--- src/rtl/if_id_fetch_stage.sv ---
// Fetch stage: issues one instruction-memory read per PC and fills the IF/ID register.
// Controls the PC stall so the PC only moves when IF/ID is loaded or on a flush.
module if_id_fetch_stage #(
  parameter int unsigned    XLEN = 64,
  parameter int unsigned    ILEN = 32,
  parameter logic [ILEN-1:0] NOP = 32'h00000013
) (
  input  logic            clk,
  input  logic            reset,
  input  logic [XLEN-1:0] pc_in,
  input  logic            stall,
  input  logic            flush,
  output logic            pc_stall,
  output logic            imem_req_valid,
  output logic [XLEN-1:0] imem_req_addr,
  input  logic            imem_req_ready,
  input  logic            imem_rsp_valid,
  input  logic [ILEN-1:0] imem_rsp_data,
  output logic            if_id_valid,
  output logic [XLEN-1:0] if_id_pc,
  output logic [ILEN-1:0] if_id_instr
);

  typedef enum logic [1:0] {StReq, StWait, StHold, StDrain} state_e;

  state_e          state_q;
  logic [XLEN-1:0] req_pc_q;
  logic [ILEN-1:0] hold_instr_q;
  logic            advance;
  logic [ILEN-1:0] advance_instr;

  always_comb begin
    imem_req_valid = reset && (state_q == StReq) && !flush;
    imem_req_addr  = pc_in;
    advance        = 1'b0;
    if (reset && !flush && !stall) begin
      advance = ((state_q == StWait) && imem_rsp_valid) || (state_q == StHold);
    end
    advance_instr = (state_q == StWait) ? imem_rsp_data : hold_instr_q;
    // PC is held throughout reset, even if a flush is asserted.
    pc_stall = !reset || !(advance || flush);
  end

  always_ff @(posedge clk) begin
    if (!reset) begin
      state_q      <= StReq;
      req_pc_q     <= '0;
      hold_instr_q <= NOP;
      if_id_valid  <= 1'b0;
      if_id_pc     <= '0;
      if_id_instr  <= NOP;
    end else begin
      unique case (state_q)
        StReq: begin
          if (imem_req_valid && imem_req_ready) begin
            req_pc_q <= pc_in;
            state_q  <= StWait;
          end
        end
        StWait: begin
          if (flush) begin
            state_q <= imem_rsp_valid ? StReq : StDrain;
          end else if (imem_rsp_valid) begin
            if (stall) begin
              hold_instr_q <= imem_rsp_data;
              state_q      <= StHold;
            end else begin
              state_q <= StReq;
            end
          end
        end
        StHold: begin
          if (flush || !stall) begin
            state_q <= StReq;
          end
        end
        StDrain: begin
          // Response for the flushed request is swallowed here.
          if (imem_rsp_valid) begin
            state_q <= StReq;
          end
        end
        default: state_q <= StReq;
      endcase

      if (flush) begin
        if_id_valid <= 1'b0;
        if_id_pc    <= '0;
        if_id_instr <= NOP;
      end else if (advance) begin
        if_id_valid <= 1'b1;
        if_id_pc    <= req_pc_q;
        if_id_instr <= advance_instr;
      end else if (!stall) begin
        if_id_valid <= 1'b0;
        if_id_pc    <= '0;
        if_id_instr <= NOP;
      end
    end
  end

endmodule

--- config.mk ---
export PLATFORM = sky130hd
export DESIGN_NAME = if_id_fetch_stage
export DESIGN_NICKNAME = d
export VERILOG_FILES = /design/src/rtl/if_id_fetch_stage.sv
export SDC_FILE = /design/constraint.sdc
export NUM_CORES = 1
export LEC_CHECK = 0
export ABC_CLOCK_PERIOD_IN_PS = 2650
export BUFFER_PORTS_ARGS = -buffer_cell sky130_fd_sc_hd__buf_2
export CORE_MARGIN = 10
export CORE_UTILIZATION = 55
export CTS_BUF_LIST = sky130_fd_sc_hd__clkbuf_4 sky130_fd_sc_hd__clkbuf_8
export CTS_CLUSTER_DIAMETER = 80
export CTS_CLUSTER_SIZE = 28
export DETAILED_ROUTE_END_ITERATION = 10
export PLACE_DENSITY_LB_ADDON = 0.25
export SYNTH_ARGS = -nofsm -noshare
export SYNTH_HDL_FRONTEND = slang
export SYNTH_SLANG_ARGS = --single-unit
--- constraint.sdc ---
create_clock -name clk -period 2.65 [get_ports clk]
set_input_delay 0.1325 -clock clk [delete_from_list [all_inputs] [get_ports clk]]
set_output_delay 0.1325 -clock clk [all_outputs]
set_load 0.02 [all_outputs]
* Yosys cells after proc, flatten, opt, wreduce, memory -nomap -nowiden
Cells that the tools add are included.
** Cells by class
- Reduce and logical (&&, ||, !) cells :: 19
- Equal/unequal tests :: 8
- Bitwise gates (word level) :: 2
- Multiplexer cells :: 16
** Operator list (count)
- $mux W64 :: 2
- $mux W32 :: 3
- $mux W2 :: 7
- $pmux W2 S4 :: 1
- $reduce_and A4 Y1 :: 2
- $logic_and A1 B1 Y1 :: 6
- $ne A2 B1 Y1 const B :: 3
- $eq A2 B2 Y1 const B :: 2
- $logic_not A1 Y1 :: 4
- $logic_or A1 B1 Y1 :: 4
- $mux W1 :: 3
- $ne A3 B3 Y1 const B :: 1
- $eq A2 B1 Y1 const B :: 1
- $logic_not A2 Y1 :: 1
- $ne A2 B2 Y1 const B :: 1
- $not A1 Y1 :: 2
- $reduce_and A2 Y1 :: 1
- $reduce_or A2 Y1 :: 1
** Word-level totals
- Input port bits :: 102
- Output and inout bits :: 163
- Word-level logic and storage cells :: 51
- Register bits :: 195

* Longest topological paths before layout
- Word-level depth :: 7
- Depth in mapped cells :: 6

* Worst setup path after synthesis
OpenSTA, ideal clock, no wires.
- Path type :: flip-flop to flip-flop
- Start point :: reg state_q[1]
- End point :: reg hold_instr_q[10]
- Period minus slack after synthesis :: 1361 ps
- Setup time :: 72 ps
- Setup slack :: 1289 ps
- Required time :: 2578 ps
- Cell stages (with the launch flop) :: 5
- Arrival :: 1289 ps
- Cells stage by stage :: dfxtp_1 nand3b_2 nor3b_4 buf_6 mux2i_1
** On the way
- Word-level cells in the longest chain between the ends :: 2
** Ends and longest elaborated chain
- start, declared :: RTL line 26 : state_e state_q;
- start signal, assigned :: RTL line 46 : state_q <= StReq;
- start signal, assigned :: RTL line 57 : state_q <= StWait;
- start signal, assigned :: RTL line 62 : state_q <= imem_rsp_valid ? StReq : StDrain;
- $eq A2 B1 Y1 :: RTL line 53 : unique case (state_q)
- $reduce_and A4 Y1 (no source line)
- end signal, assigned :: RTL line 65 : hold_instr_q <= imem_rsp_data;
- end, declared :: RTL line 28 : logic [ILEN-1:0] hold_instr_q;
No other way between the ends.
A chain may end at the register's enable or synchronous reset.

* Worst setup path in the final report
- Start point :: reg state_q[0]
- End point :: out imem_req_valid
** On the way
- Word-level cells in the longest chain between the ends :: 3
** Ends and longest elaborated chain
- $logic_not A2 Y1 :: RTL line 33 : imem_req_valid = reset && (state_q == StReq) && !flush;
- $logic_and A1 B1 Y1 (2 in series) :: RTL line 33
- end, declared :: RTL line 14 : output logic imem_req_valid,
No other way between the ends.

==> metrics.log <==
[metrics] Synth Warn #: 0
[metrics] post-synthesis sequential area ratio: 0.519
[metrics] number of global-route vias before repair: ~6600
[metrics] startpoint types: flip-flop
[metrics] share of cells above drive strength 1: 0.305
[metrics] Area contributors post-synth: sky130_fd_sc_hd__dfxtp_1 52%, sky130_fd_sc_hd__a22o_1 7.5%, sky130_fd_sc_hd__buf_4 6.8%
[metrics] nets@finish: ~1100
[metrics] clock slew seen by the registers of the worst setup and hold paths: roughly 0.09 ns
[metrics] Mapped Avg Cell Area: 9.82 sq um
[metrics] hold_ws: between 0.07 and 0.08 ns
[metrics] worst-margin pin slew: approximately 0.69 ns
[metrics] clock sink count: 195
[metrics] critical path start-end classification: flip-flop to output pin
[metrics] net switching fraction of the power: 0.248
[metrics] area leader, netlist: sky130_fd_sc_hd__dfxtp_1
[metrics] pin count of the biggest net entering global routing: 66
[metrics] die height: around 140 um
[metrics] part of the total power dissipated in sequential elements: 0.548
[metrics] count of different cell masters after synthesis: 32
[metrics] wire length of the first global-routing pass: 34.6 mm
[metrics] RSZ-0062 raised after global routing: false
[metrics] nets in the synthesized netlist: ~870
[metrics] effective utilization at floorplan: 0.566
[metrics] level count of the clock H-tree: 4
[metrics] remaining global-route overflow: 0
[metrics] Period minus WS final: 2.19 ns
[metrics] number of endpoints failing setup at the final stage: 0
[metrics] critical path peak fanout: 65
[metrics] number of standard cells in the final layout excluding fillers: between 1000 and 1500
[metrics] overall via count from detail_route: ~6600
[metrics] Core Rows: 42
[metrics] global placement routability congestion: around 0.79
[metrics] mapped cell area: approximately 0.0075 sq mm
[metrics] number of antenna violations at the first check in global routing: 6
[metrics] Root Buffer: sky130_fd_sc_hd__clkbuf_8
[metrics] Pre-antenna DRT Iters: 6
[metrics] Total Routed Length: approximately 22 mm
[metrics] Crit path arrival time: approximately 2 ns
[metrics] routed length per placed instance: roughly 18 um
[metrics] leakage power figure: 4.39 nW
[metrics] result of the run: completed
[metrics] met3 WL: about 2.1 mm
[metrics] die width: ~140 um
[metrics] maximum number of buffers from clock root to sink: 2
[metrics] standard cell core area: ~0.013 sq mm
[metrics] number of buffers inserted during clock tree synthesis: 17
[metrics] worst-skew pair later-pin latency: ~0.46 ns
[metrics] synthesis-stage register bit count: between 150 and 200
[metrics] total I/O pin count: around 270
[metrics] cell internal power dissipation: just over 0.004 W
[metrics] M1 wire length: between 8 and 9 mm
[metrics] Total Power Consumption: between 0.005 and 0.006 W
[metrics] dpl cells: between 1000 and 1500
[metrics] highest routing layer actually used: met4
[metrics] Die Outline Area: 0.0188 sq mm
[metrics] number of pins with negative max-slew slack in the final report: 0
[metrics] DRC: 0
[metrics] combinational share of power: 0.100
[metrics] Slew headroom: 0.537
[metrics] Starting DRT DRC Count: 477
[metrics] worst endpoint required time: ~2.5 ns
[metrics] type of the tightest min-delay check: input pin to flip-flop
[metrics] maximum capacitance violations: 0
[metrics] Worst setup EP type: output pin
[metrics] Worst Clk Skew: ~0.013 ns
[metrics] final cell utilization of the core: 0.731
[metrics] Post-DP HPWL: 13.4 mm
[metrics] Syn Inst Count: ~770
[metrics] number of hold-slack violations in the final timing report: 0
[metrics] final-layout setup total negative slack: 0 ns
[metrics] TritonCTS clock tree: built
[metrics] number of buffers inserted by port buffering: approximately 260
[metrics] Vias per Instance: roughly 5.4
[metrics] area share of the leading cell type in the synthesized netlist: 0.519
[metrics] timing-limited maximum frequency: 456 MHz
[metrics] Final Cycle Share: 0.827
[metrics] remaining number of nets flagged by the antenna check after routing: 0
[metrics] GRT Overall Usage: 0.229
[metrics] worst voltage drop across the vdd grid: 427 uV
[metrics] clock power share: 0.352
[metrics] Layout Area Growth over Synthesis: 29.2%
[metrics] P per Cell Area: about 570 mW/mm^2
[metrics] Net Switching: approximately 0.0014 W
[metrics] total length of routed met2 wires: between 10 and 15 mm
synth_stat cells (all sizes together):
library cell    n
nand2         124
mux2i          29
nor2b           3
nand4b          3
a21o            1
nand2b          4
a21oi           1
a22o           64
and2            2
nand3          64
and3b           2
nor4bb          1
nor4b           1
clkbuf         26
o21ai          67
inv             3
dfxtp         195
a21boi          2
buf           105
o21a            1
o221a           3
and3           29
a221o          29
nand3b          1
o211ai          3
nor3b           3
logic make-up (layout without fill, tap and decap cells):
| family | Yosys count | in the layout | synth area share |
|---|---|---|---|
| AOI/OAI and AO/OA | 171 | 171 | 0.170 |
| DFF | 195 | 195 | 0.519 |
| muxes | 29 | 29 | 0.0386 |
| and+or+nand+nor | 237 | 237 | 0.153 |
| buffers and inverters | 134 | 409 | 0.119 |
| other | 0 | 7 | 0 |
registers in the layout, summed over array words and instances, names as in the netlist:
register / count
hold_instr_q: 32
if_id_instr: 32
if_id_pc: 64
if_id_valid: 1
req_pc_q: 64
state_q: 2
area by class of cell:
type                            count  area (sq um)
Multi-Input combinational cell    437          2740
Antenna cell                        7          17.5
Tap cell                          176           220
Inverter                            3          11.3
Clock inverter                     11           129
Sequential cell                   195          3900
Timing Repair Buffer              374          2410
Fill cell                         932          3580
Clock buffer                       21           277
placed cells by master (no fill, tap or decap), types with 7 or more instances in the layout:
cell,n
sky130_fd_sc_hd__mux2i_1,29
sky130_fd_sc_hd__a221o_1,29
sky130_fd_sc_hd__and3_1,29
sky130_fd_sc_hd__o21ai_1,40
sky130_fd_sc_hd__dlygate4sd3_1,96
sky130_fd_sc_hd__buf_2,263
sky130_fd_sc_hd__nand3_1,64
sky130_fd_sc_hd__o21ai_0,27
sky130_fd_sc_hd__diode_2,7
sky130_fd_sc_hd__dfxtp_1,195
sky130_fd_sc_hd__a22o_1,64
sky130_fd_sc_hd__clkbuf_8,19
sky130_fd_sc_hd__buf_4,13
sky130_fd_sc_hd__nand2_1,124
metal layers:
metal	vias to the layer above	GRT usage
li1	3173	-
met1	3061	0.261
met2	297	0.375
met3	52	0.0872
met4	0	0.0995
met5	-	0
path summary, 6_finish.rpt:
check	start	to	slack [ns]	cells after the start
setup reg to reg	state_q[0]	req_pc_q[35]	0.88	4
hold / removal	imem_rsp_valid	state_q[0]	0.07	3
setup / recovery	state_q[0]	imem_req_valid	0.46	3
hold reg to reg	req_pc_q[52]	req_pc_q[52]	0.45	2
timing repair:
action	CTS	global route
endpoints found under the hold margin	124	0
gates resized for setup	0	0
setup buffers	0	0
hold buffers	96	0
through the flow:
step                      worst slack (ns)  area, sq um
after CTS                            0.410         9700
final                                0.459         9710
after global routing                 0.298         9710
after floorplan                       1.29         7520
after detailed placement             0.904         8330
after global placement               0.950         8330
critical path, cell delays in order, from the launching register on:
cell	delay [ns]
sky130_fd_sc_hd__dfxtp_1	0.40
sky130_fd_sc_hd__nor4b_4	0.31
sky130_fd_sc_hd__buf_4	0.59
sky130_fd_sc_hd__buf_2	0.29
power by group through the flow:
stage / clock (W) / combinational (W) / sequential (W)
6_report: 0.00194 / 0.000553 / 0.00302
5_1_grt: 0.00211 / 0.000599 / 0.00303
4_1_cts: 0.00197 / 0.000543 / 0.00302
3_5_place_dp: 0 / 0.000434 / 0.00309
3_3_place_gp: 0 / 0.000429 / 0.00309
2_1_floorplan: 0 / 0.000314 / 0.00308
No activity file was read; power rests on OpenSTA's default activity.
